`src/rtl/alu_rr_sched_if.sv`:
```
// rtl/alu_rr_sched_if.sv - two-requester operation bundle plus registered response for alu_rr_sched
interface alu_rr_sched_if #(
  parameter int WIDTH = 3
);
  logic             req0_valid;
  logic             req0_ready;
  logic [WIDTH-1:0] req0_in1;
  logic [WIDTH-1:0] req0_in2;
  logic [1:0]       req0_op;

  logic             req1_valid;
  logic             req1_ready;
  logic [WIDTH-1:0] req1_in1;
  logic [WIDTH-1:0] req1_in2;
  logic [1:0]       req1_op;

  logic             rsp_valid;
  logic             rsp_ready;
  logic             rsp_id;
  logic [3:0]       rsp_dec;
  logic [3:0]       rsp_unis;
  logic             rsp_zero;
  logic             rsp_error;

  modport master (
    output req0_valid, req0_in1, req0_in2, req0_op,
    input  req0_ready,
    output req1_valid, req1_in1, req1_in2, req1_op,
    input  req1_ready,
    input  rsp_valid, rsp_id, rsp_dec, rsp_unis, rsp_zero, rsp_error,
    output rsp_ready
  );

  modport slave (
    input  req0_valid, req0_in1, req0_in2, req0_op,
    output req0_ready,
    input  req1_valid, req1_in1, req1_in2, req1_op,
    output req1_ready,
    output rsp_valid, rsp_id, rsp_dec, rsp_unis, rsp_zero, rsp_error,
    input  rsp_ready
  );
endinterface

```
`src/rtl/alu_rr_sched.sv`:
```
// rtl/alu_rr_sched.sv - round-robin two-requester ALU with decimal-split registered response
module alu_rr_sched #(
  parameter int WIDTH = 3
) (
  input  logic          clk,
  input  logic          reset,
  input  logic          ena,
  alu_rr_sched_if.slave bus,
  output logic [7:0]    op_count,
  output logic [7:0]    err_count
);

  typedef enum logic [1:0] {
    IDLE = 2'd0,
    EXEC = 2'd1,
    RESP = 2'd2
  } state_t;

  state_t           state_q;
  state_t           state_d;
  logic             last_grant_q;
  logic             grant_valid;
  logic             grant_id;

  logic [WIDTH-1:0] a_q;
  logic [WIDTH-1:0] b_q;
  logic [1:0]       op_q;
  logic             id_q;

  logic             rsp_valid_q;
  logic             rsp_id_q;
  logic [3:0]       rsp_dec_q;
  logic [3:0]       rsp_unis_q;
  logic             rsp_zero_q;
  logic             rsp_error_q;

  logic [5:0]       a6;
  logic [5:0]       b6;
  logic [5:0]       alu_r;
  logic             alu_err;
  logic             alu_div0;
  logic [3:0]       alu_dec;
  logic [3:0]       alu_unis;

  // A tie goes to whoever was not served last; last_grant resets to 1 so requester 0 wins first.
  always_comb begin
    grant_valid = 1'b0;
    grant_id    = 1'b0;
    if (!reset && ena && state_q == IDLE) begin
      if (bus.req0_valid && bus.req1_valid) begin
        grant_valid = 1'b1;
        grant_id    = ~last_grant_q;
      end else if (bus.req0_valid) begin
        grant_valid = 1'b1;
        grant_id    = 1'b0;
      end else if (bus.req1_valid) begin
        grant_valid = 1'b1;
        grant_id    = 1'b1;
      end
    end
  end

  assign bus.req0_ready = grant_valid && !grant_id;
  assign bus.req1_ready = grant_valid &&  grant_id;

  always_comb begin
    state_d = state_q;
    case (state_q)
      IDLE:    if (grant_valid) state_d = EXEC;
      EXEC:    state_d = RESP;
      RESP:    if (bus.rsp_ready) state_d = IDLE;
      default: state_d = IDLE;
    endcase
  end

  // Results live in 6 bits; products and sums wrap modulo 64.
  always_comb begin
    a6       = 6'(a_q);
    b6       = 6'(b_q);
    alu_r    = 6'd0;
    alu_err  = 1'b0;
    alu_div0 = 1'b0;
    case (op_q)
      2'd0: alu_r = a6 + b6;
      2'd1: begin
        if (a_q >= b_q) alu_r = a6 - b6;
        else            alu_err = 1'b1;
      end
      2'd2: alu_r = a6 * b6;
      default: begin
        if (b_q == '0) begin
          alu_err  = 1'b1;
          alu_div0 = 1'b1;
          alu_r    = 6'd63;
        end else begin
          alu_r = 6'(a_q / b_q);
        end
      end
    endcase
    alu_dec  = alu_div0 ? 4'd15 : 4'(alu_r / 6'd10);
    alu_unis = alu_div0 ? 4'd15 : 4'(alu_r % 6'd10);
  end

  always_ff @(posedge clk) begin
    if (reset) begin
      state_q      <= IDLE;
      last_grant_q <= 1'b1;
      a_q          <= '0;
      b_q          <= '0;
      op_q         <= 2'd0;
      id_q         <= 1'b0;
      rsp_valid_q  <= 1'b0;
      rsp_id_q     <= 1'b0;
      rsp_dec_q    <= 4'd0;
      rsp_unis_q   <= 4'd0;
      rsp_zero_q   <= 1'b0;
      rsp_error_q  <= 1'b0;
      op_count     <= 8'd0;
      err_count    <= 8'd0;
    end else if (ena) begin
      state_q <= state_d;
      if (grant_valid) begin
        id_q <= grant_id;
        a_q  <= grant_id ? bus.req1_in1 : bus.req0_in1;
        b_q  <= grant_id ? bus.req1_in2 : bus.req0_in2;
        op_q <= grant_id ? bus.req1_op  : bus.req0_op;
      end
      if (state_q == EXEC) begin
        rsp_valid_q <= 1'b1;
        rsp_id_q    <= id_q;
        rsp_dec_q   <= alu_dec;
        rsp_unis_q  <= alu_unis;
        rsp_zero_q  <= (alu_r == 6'd0);
        rsp_error_q <= alu_err;
        if (op_count != 8'hFF) op_count <= op_count + 8'd1;
        if (alu_err && err_count != 8'hFF) err_count <= err_count + 8'd1;
      end
      if (state_q == RESP && bus.rsp_ready) begin
        rsp_valid_q  <= 1'b0;
        last_grant_q <= rsp_id_q;
      end
    end
  end

  assign bus.rsp_valid = rsp_valid_q;
  assign bus.rsp_id    = rsp_id_q;
  assign bus.rsp_dec   = rsp_dec_q;
  assign bus.rsp_unis  = rsp_unis_q;
  assign bus.rsp_zero  = rsp_zero_q;
  assign bus.rsp_error = rsp_error_q;

endmodule
```
`src/flat_wrapper.sv`:
```
// flat-port wrapper written by rule: the top's interface ports become plain ports
module alu_rr_sched_flat 
#(
  parameter int WIDTH = 3
)
  (clk, reset, ena, op_count, err_count, bus_req0_valid, bus_req0_in1, bus_req0_in2, bus_req0_op, bus_req0_ready, bus_req1_valid, bus_req1_in1, bus_req1_in2, bus_req1_op, bus_req1_ready, bus_rsp_valid, bus_rsp_id, bus_rsp_dec, bus_rsp_unis, bus_rsp_zero, bus_rsp_error, bus_rsp_ready);
  alu_rr_sched_if #(.WIDTH(WIDTH)) bus_i ();
  input  logic clk;
  input  logic reset;
  input  logic ena;
  output logic [7:0] op_count;
  output logic [7:0] err_count;
  input wire logic [$bits(bus_i.req0_valid)-1:0] bus_req0_valid;
  input wire logic [$bits(bus_i.req0_in1)-1:0] bus_req0_in1;
  input wire logic [$bits(bus_i.req0_in2)-1:0] bus_req0_in2;
  input wire logic [$bits(bus_i.req0_op)-1:0] bus_req0_op;
  output wire logic [$bits(bus_i.req0_ready)-1:0] bus_req0_ready;
  input wire logic [$bits(bus_i.req1_valid)-1:0] bus_req1_valid;
  input wire logic [$bits(bus_i.req1_in1)-1:0] bus_req1_in1;
  input wire logic [$bits(bus_i.req1_in2)-1:0] bus_req1_in2;
  input wire logic [$bits(bus_i.req1_op)-1:0] bus_req1_op;
  output wire logic [$bits(bus_i.req1_ready)-1:0] bus_req1_ready;
  output wire logic [$bits(bus_i.rsp_valid)-1:0] bus_rsp_valid;
  output wire logic [$bits(bus_i.rsp_id)-1:0] bus_rsp_id;
  output wire logic [$bits(bus_i.rsp_dec)-1:0] bus_rsp_dec;
  output wire logic [$bits(bus_i.rsp_unis)-1:0] bus_rsp_unis;
  output wire logic [$bits(bus_i.rsp_zero)-1:0] bus_rsp_zero;
  output wire logic [$bits(bus_i.rsp_error)-1:0] bus_rsp_error;
  input wire logic [$bits(bus_i.rsp_ready)-1:0] bus_rsp_ready;
  assign bus_i.req0_valid = bus_req0_valid;
  assign bus_i.req0_in1 = bus_req0_in1;
  assign bus_i.req0_in2 = bus_req0_in2;
  assign bus_i.req0_op = bus_req0_op;
  assign bus_req0_ready = bus_i.req0_ready;
  assign bus_i.req1_valid = bus_req1_valid;
  assign bus_i.req1_in1 = bus_req1_in1;
  assign bus_i.req1_in2 = bus_req1_in2;
  assign bus_i.req1_op = bus_req1_op;
  assign bus_req1_ready = bus_i.req1_ready;
  assign bus_rsp_valid = bus_i.rsp_valid;
  assign bus_rsp_id = bus_i.rsp_id;
  assign bus_rsp_dec = bus_i.rsp_dec;
  assign bus_rsp_unis = bus_i.rsp_unis;
  assign bus_rsp_zero = bus_i.rsp_zero;
  assign bus_rsp_error = bus_i.rsp_error;
  assign bus_i.rsp_ready = bus_rsp_ready;
  alu_rr_sched #(.WIDTH(WIDTH)) u_core (.clk(clk), .reset(reset), .ena(ena), .bus(bus_i), .op_count(op_count), .err_count(err_count));
endmodule
```
`config.mk`:
```
export PLATFORM = sky130hd
export DESIGN_NAME = alu_rr_sched_flat
export DESIGN_NICKNAME = d
export VERILOG_FILES = /design/src/rtl/alu_rr_sched_if.sv /design/src/rtl/alu_rr_sched.sv /design/src/flat_wrapper.sv
export SDC_FILE = /design/constraint.sdc
export NUM_CORES = 1
export LEC_CHECK = 0
export CAP_MARGIN = 20
export CORE_ASPECT_RATIO = 0.75
export CORE_MARGIN = 8
export CORE_UTILIZATION = 50
export DETAILED_ROUTE_END_ITERATION = 10
export HOLD_SLACK_MARGIN = 0.03
export PLACE_DENSITY = 0.75
export SLEW_MARGIN = 20
export SYNTH_ARGS = -nofsm -noshare
export SYNTH_HDL_FRONTEND = slang
export SYNTH_SLANG_ARGS = --single-unit
```
`constraint.sdc`:
```
create_clock -name clk -period 11.18 [get_ports clk]
set_input_delay 2.236 -clock clk [delete_from_list [all_inputs] [get_ports clk]]
set_output_delay 2.236 -clock clk [all_outputs]
set_load 0.005 [all_outputs]
```
[Word-level counts from Yosys, hierarchy flattened]
Cells that the tools add are included.
Operators by class
  mux-type cells: 24
  $mul: 1
  add/subtract/negate cells: 4
  order comparisons: 1
  divide/modulo/power cells: 3
  equal/unequal tests: 8
  shifts and indexed selects: 0
  reduce and logical (&&, ||, !) cells: 23
  bitwise operators: 1
Operators by type and width (count)
  $pmux W6 S3: 1
  $add A8 B1 Y8 const B: 2
  $ne A8 B8 Y1 const B: 2
  $mux W1: 12
  $mux W6: 2
  $reduce_and A3 Y1: 3
  $mux W4: 2
  $reduce_and A2 Y1: 4
  $logic_and A1 B1 Y1: 7
  $div A3 B3 Y6: 1
  $div A6 B4 Y6 const B: 1
  $logic_not A6 Y1: 1
  $mod A6 B4 Y6 const B: 1
  $mul A3 B3 Y6: 1
  $mux W2: 3
  $mux W3: 2
  $pmux W2 S3: 1
  $add A3 B3 Y4: 1
  $eq A2 B1 Y1 const B: 2
  $eq A2 B2 Y1 const B: 2
  $logic_not A2 Y1: 2
  $sub A3 B3 Y4: 1
  $ge A3 B3 Y1: 1
  $logic_not A3 Y1: 1
  other kinds (8): 9
Word-level totals
  memories: 0
  memory bits (writable): 0
  output and inout bits: 30
  input port bits: 22
  bits in registers: 40
  word-level logic and storage cells: 79
  bits in latches: 0
  memory bits (read-only): 0

[Depth between registers and ports, before layout]
Gate-level depths: netlist (run 1).
  depth in word-level cells: 6
  depth in mapped cells: 34
  gate-level depth less buffers: 33

[Worst setup path before layout (run 1)]
Ideal clock, no wire load.
  path kind: register to register
  from: reg u_core.b_q[0]
  to: reg u_core.rsp_unis_q[2] (netlist: u_core.bus.rsp_unis[2])
  setup slack: 4836 ps
  stages on the path, launching flop included: 32
  library setup time: 120 ps
  data arrival time: 6225 ps
  period minus slack after synthesis: 6344 ps
  buffers on the path: 1
  cells stage by stage: dfxtp_1 inv_1 ha_1 o211a_1 a211oi_2 mux2_2 ha_1 o211a_1 a211oi_1 o31a_1 buf_6 mux2i_1 ha_1 o21a_1 nor2_1 nor2b_1 nor3_1 and2_4 mux2i_1 ha_1 o21a_1 o21ai_0 nand3b_1 a21oi_1 o31a_1 o211ai_2 a211oi_1 nor2_1 ha_1 nor2_1 o31a_1 a211o_1
Between the ends
  longest elaborated chain between the ends: 5
  elaborated cells between the ends (all ways): 13
Ends and longest elaborated chain
  start: declaration: RTL line alu_rr_sched.sv:26  | logic [WIDTH-1:0] b_q;
  start signal: assignment: RTL line alu_rr_sched.sv:125  | b_q <= grant_id ? bus.req1_in2 : bus.req0_in2;
  $div A3 B3 Y6, or another cell as far along: RTL line alu_rr_sched.sv:96  | alu_r = 6'(a_q / b_q);
  $mux W6, on equally long branches: RTL line alu_rr_sched.sv:91, alu_rr_sched.sv:86
  $pmux W6 S3: RTL line alu_rr_sched.sv:83  | case (op_q)
  $mod A6 B4 Y6: RTL line alu_rr_sched.sv:101  | alu_unis = alu_div0 ? 4'd15 : 4'(alu_r % 6'd10);
  $mux W4 (*): RTL line alu_rr_sched.sv:101
  end signal: assignment: RTL line alu_rr_sched.sv:132  | rsp_unis_q <= alu_unis;
  end: declaration: RTL line alu_rr_sched.sv:33  | logic [3:0] rsp_unis_q;
Mark *: on every way between the ends. The rest lies on a longest branch, timed or not.
A chain may end at the register's enable or synchronous reset.

[Worst setup path after layout (run 1)]
Same ends and word-level chain as after synthesis.

==> qor.csv, run 1 <==
metric,value,unit
outcome,finished clean,
overall power consumption,420.9,uW
metal3 WL,475,microns
vias in the first global route,2904,
hold_sp,u_core.id_q,
synth cell count leaders,"nor2_1 (49), dfxtp_1 (40), nand2_1 (35)",
Avg Inst Size Synth,8.122,sq um
Nets,500,
final std cells w/o fill,523,
sink count of the clock tree,40,
Synthesis Warnings,0,
PD cells,109.3,nW/um^2
# setup viols final,0,
FP Rows,25,
fin crit period,7.481,ns
CTS tree,done,
final setup margin,3.699,ns
Post-route DRC,0,
gr ovfl total,0,
"slowest stage cell, crit path",dfxtp_1,
Antenna Diode Count,0,
uppermost layer routed,met4,
top cell type's share of synthesized area,25.09,%
Clock transition at path regs,0.08,ns
Die X,108.3,microns
Clock Path Buffers,2,
CP top delay family,compound AO/OA/AOI/OAI gates,
final slew viol count,0,
Cells after Synth,393,
critical-path maximum fanout,11,
Port-buffer cells,51,
required time worst endpoint,11.37,ns
met2 WL,3.543,mm
clk root buf,clkbuf_8,
slew margin rel.,43.27,%
total vias in the final route,3028,
Netlist cell types,62,
total track usage,18.09,%
CP max stage delay,0.58,ns
commonest register cell after synthesis,dfxtp_1,
maximum vdd drop,0.05170,mV
drt first pass iters,5,
"Seq/Total Area, Yosys",25.09,%
1st-iter DRT viols,225,
initial antenna violation count,0,
clock latency on the worst-skew pair,0.30,ns
max-cap check violation count,0,
Setup Crit Path Kind,flip-flop to flip-flop,
first-pass GRT wire length,13.92,mm
CP startpoint,u_core.b_q[0],
Tightest Pin Transition,0.8452,ns
Hold WC Path Type,flip-flop to flip-flop,
total negative slack,0,ns
P&R area growth vs syn,20.66,%
die height,85.20,microns
Leakage,1.488,nW
Setup Skew,0.007120,ns
Initial Util,51.28,%
CP dominant cell by count,ha_1,
remaining antenna violation count,0,
top post-synthesis cells by area,"dfxtp_1 (25%), ha_1 (13%), nor2_1 (5.8%)",
Ports,52,
largest net degree at the start of global routing,43,
fraction of registers with async set/reset,0,%
fin crit share,66.91,%
layout cell share with drive strength beyond 1,4.977,%
startpoint types,flip-flop,
routed metal-1 wire length,4.083,mm
RD Place Congestion,0.9073,
unrepaired setup endpoints after global routing,false,
core region area,6225,sq um
most frequent cell after synthesis,nor2_1,
Max Fclk,0.1337,GHz
post-place setup slack,3.847,ns
placed insts,515,
worst r2r src,u_core.b_q[0],
hold slack,0.4761,ns
crit path DAT,7.67,ns
number of enable flip-flop cells after synthesis,0,
die area,9223,sq um
post-CTS setup buffer count,0,
CTS buffer count,5,
critical path endpoint category,flip-flop,
"FF+latch count, synth",40,
final wirelength,8.174,mm
DP HPWL,6.304,mm
Critical path buffers and inverters,1,
CTS hold repair buffers,0,
vias per cell,5.790,
cell taking the most area after synthesis,dfxtp_1,
Routed wire per std cell,15.63,microns
area of the mapped netlist,3192,sq um
post-cts sizing count,0,
htree depth,2,
Fin. Hold Viols,0,
==> final timing paths <==
check | end | slack [ns] | depth (start not counted)
max | u_core.bus.rsp_unis[2] | 3.70 | 30
min reg2reg | u_core.bus.rsp_id | 0.48 | 2
min | u_core.bus.rsp_id | 0.48 | 2
max reg2reg | u_core.bus.rsp_unis[2] | 3.70 | 30
==> flip-flops by register name, summed over array words and instances (netlist names) <==
| signal | cells |
|---|---|
| u_core.state_q | 2 |
| u_core.bus.rsp_valid | 1 |
| u_core.bus.rsp_zero | 1 |
| u_core.b_q | 3 |
| u_core.last_grant_q | 1 |
| u_core.err_count | 8 |
| u_core.bus.rsp_dec | 4 |
| u_core.bus.rsp_error | 1 |
| u_core.op_q | 2 |
| u_core.bus.rsp_id | 1 |
| u_core.a_q | 3 |
| u_core.op_count | 8 |
| u_core.id_q | 1 |
| u_core.bus.rsp_unis | 4 |
==> through the flow <==
step / area [sq um] / utilization, %
6_report: 3851 / 61.87
2_1_floorplan: 3196 / -
5_1_grt: 3851 / 61.87
4_1_cts: 3851 / 61.87
3_3_place_gp: 3764 / 60.46
3_5_place_dp: 3764 / 60.46
==> final cells by class <==
cell class | count | area, sq um
flip-flops and latches | 40 | 800.8
clock buffers | 5 | 68.82
well taps | 81 | 101.3
fillers | 549 | 2374
repair buffers | 53 | 525.5
inverters | 22 | 82.58
multi-input cells | 319 | 2253
clock inverters | 3 | 18.77
==> kinds of logic (layout without fill, tap and decap cells) <==
logic type,Yosys count,in the layout,share of synthesized area (%)
adder cells (fa/ha/maj),37,37,15.68
buffers and inverters,35,83,4.430
XOR/XNOR,16,16,4.391
other,1,2,0.1175
AND/OR/NAND/NOR,149,149,22.66
multiplexers,7,7,2.274
AO/OA/AOI/OAI,108,108,25.36
flip-flops,40,40,25.09
==> per-layer routing <==
metal | track usage (%) | up-vias
li1 | - | 1510
met1 | 25.33 | 1428
met2 | 26.99 | 80
met5 | 0 | -
met4 | 3.470 | 0
met3 | 4.845 | 10
==> power breakdown <==
group	internal [mW]	switching (mW)	total (mW)
clock network	0.0435	0.0538	0.0974
registers	0.146	0.00594	0.152
logic	0.0756	0.0957	0.171
total	0.265	0.156	0.421
==> worst reg2reg max path, delay by kind of cell (launching register included) <==
family / cells / cell delay [ns]
compound gates: 14 / 3.14
fa+ha+maj: 5 / 1.59
flops: 1 / 0.58
simple gates: 7 / 0.98
buf+inv: 1 / 0.16
mux: 3 / 0.93
==> cell usage in the layout (no fill, tap or decap), types with 6 or more instances in the layout <==
cell,Yosys,final
nand3_1,6,6
nand4_1,6,6
o21ai_0,14,14
ha_1,32,32
and2_1,7,7
and3_1,6,6
dfxtp_1,40,40
clkdlybuf4s50_1,0,51
xnor2_1,7,7
nor3_1,12,12
xor2_1,9,9
inv_1,22,22
a22oi_1,8,8
nor2_1,49,49
a21oi_1,30,30
nand2_1,35,35
Note: power is estimated with default switching activity, not from simulation.
==> run 2: changes to the inputs <==
--- a/config.mk
+++ b/config.mk
@@ -8,10 +8,10 @@
 export CAP_MARGIN = 20
 export CORE_ASPECT_RATIO = 0.75
 export CORE_MARGIN = 8
-export CORE_UTILIZATION = 50
+export CORE_UTILIZATION = 49
 export DETAILED_ROUTE_END_ITERATION = 10
 export HOLD_SLACK_MARGIN = 0.03
-export PLACE_DENSITY = 0.75
+export PLACE_DENSITY = 0.77
 export SLEW_MARGIN = 20
 export SYNTH_ARGS = -nofsm -noshare
 export SYNTH_HDL_FRONTEND = slang
==> constraint.sdc (replaced) <==
create_clock -name clk -period 6.05 [get_ports clk]
set_input_delay 1.21 -clock clk [delete_from_list [all_inputs] [get_ports clk]]
set_output_delay 1.21 -clock clk [all_outputs]
set_load 0.005 [all_outputs]
==> run 2 against run 1 <==
  * Critical path depth did not move
  * Critical path type unchanged
  * Final area is 7.2% higher
  * Largest cell class unchanged
  * Sequential power is 84% higher
  * Routed wire length increased by 4.9%
  * Via count is 4.9% higher
  * Combinational power rose by 130%
  * Clock power grew 130%
==> qor.csv, run 2 (synthesis gave the netlist of run 1 again) <==
metric,value,unit
Post-route DRC,0,
CTS tree,done,
register cell area after layout,807.0,sq um
gr ovfl total,0,
"commonest non-fill, non-tap cell in the layout",clkdlybuf4s50_1,
die area,9379,sq um
# setup viols final,0,
Clock Path Buffers,2,
most frequent cells in the layout,"clkdlybuf4s50_1 (51), nor2_1 (47), dfxtp_1 (37)",
unrepaired setup endpoints after global routing,true,
max-cap check violation count,0,
clock latency on the worst-skew pair,0.30,ns
largest net degree at the start of global routing,42,
fin crit share,99.56,%
core region area,6287,sq um
multi-input logic area,2335,sq um
final std cells w/o fill,545,
Leakage,1.612,nW
GR peak layer,met2,
Top Registers,"u_core.err_count x8, u_core.op_count x8",
vias in the first global route,2990,
P&R area growth vs syn,29.40,%
startpoint types,flip-flop,
fin crit period,6.023,ns
initial antenna violation count,0,
FP Rows,25,
post-place setup slack,-0.1492,ns
Antenna Diode Count,0,
Initial Util,50.77,%
overall power consumption,888.3,uW
total vias in the final route,3175,
die height,85.90,microns
PD cells,215.1,nW/um^2
Ports,52,
total negative slack,0,ns
Fin. Hold Viols,0,
Clock transition at path regs,0.09,ns
sink count of the clock tree,40,
GR Layer Usage met3,4.120,%
RD Place Congestion,0.8989,
placed insts,525,
first-pass GRT wire length,14.12,mm
CP top delay family,compound AO/OA/AOI/OAI gates,
1st-iter DRT viols,174,
outcome,finished clean,
total track usage,18.31,%
fin area,4130,sq um
DP HPWL,6.463,mm
Routed wire per std cell,15.74,microns
met1 usage,24.82,%
final setup margin,0.02651,ns
final slew viol count,0,
Setup Crit Path Kind,flip-flop to flip-flop,
drt first pass iters,5,
vias per cell,5.826,
critical-path maximum fanout,4,
CP max stage delay,0.37,ns
CTS buffer count,5,
layout cell share with drive strength beyond 1,12.72,%
htree depth,2,
fill count,519,
Nets,522,
remaining antenna violation count,0,
maximum vdd drop,0.1179,mV
critical path endpoint category,flip-flop,
Placement Cell Area,3859,sq um
Max Fclk,0.1660,GHz
required time worst endpoint,6.23,ns
clk root buf,clkbuf_8,
GR Layer Usage met2,29.14,%
Tightest Pin Transition,0.8240,ns
Die X,109.2,microns
Critical path buffers and inverters,1,
slew margin rel.,44.70,%
Port-buffer cells,51,
"slowest stage cell, crit path",dfxtp_4,
final wirelength,8.576,mm
Setup Skew,0.008835,ns
crit path DAT,6.21,ns
R2R setup slack,0.03,ns
Hold WC Path Type,flip-flop to flip-flop,
## run 2: changes by cell type in the layout (fill, tap and decap cells not counted), moves of 3 or more
cell / before / now
buf_4: 2 / 24
dfxtp_1: 40 / 37
ha_4: 0 / 4
ha_1: 32 / 28
## run 2: repair_timing
| item | in CTS | in global routing |
|---|---|---|
| pin swaps | 2 | 19 |
| hold buffers | 0 | 0 |
| buffers inserted | 2 | 11 |
| endpoints found under the setup margin | 2 | 2 |
| endpoints found under the hold margin | 0 | 0 |
| gates resized for setup | 2 | 12 |
| cloned | 0 | 0 |
## run 2: layout make-up
type	count	share of cell area [%]
Multi-Input combinational cell	319	56.53
Sequential cell	40	19.54
Timing Repair Buffer	75	16.72
Tap cell	81	2.454
Inverter	22	2.060
Clock buffer	5	1.666
Clock inverter	3	1.030
## run 2: metrics by stage
step / util [%] / hold WS (ns)
after floorplan: - / 0.4322
after global placement: 61.37 / 0.4428
after detailed placement: 61.37 / 0.4469
after CTS: 63.46 / 0.4568
after global routing: 65.69 / 0.4847
final: 65.69 / 0.4549
## run 2: report_power, final
part           switching, mW  internal (mW)  leakage (nW)
Clock                 0.0997          0.122        0.0541
Combinational          0.199          0.189          1.23
Sequential           0.00879          0.270         0.325
## run 2: path summary, 6_finish.rpt
check | start | to | cells past startpoint
setup / recovery | u_core.b_q[0] | u_core.bus.rsp_unis[2] | 30
hold / removal | u_core.bus.rsp_zero | u_core.bus.rsp_zero | 2
setup reg to reg | u_core.b_q[0] | u_core.bus.rsp_unis[2] | 30
hold reg to reg | u_core.bus.rsp_zero | u_core.bus.rsp_zero | 2
## run 2: worst min-delay path: stages, from the launching register on
cell and delay, ns:
dfxtp_1 0.31, nand2_1 0.05, a21oi_1 0.05
## run 2: routing by layer
metal,wire (microns),vias to the layer above
li1,-,1563
met1,4086,1498
met2,3897,107
met3,527,7
met4,65,0
met5,0,-
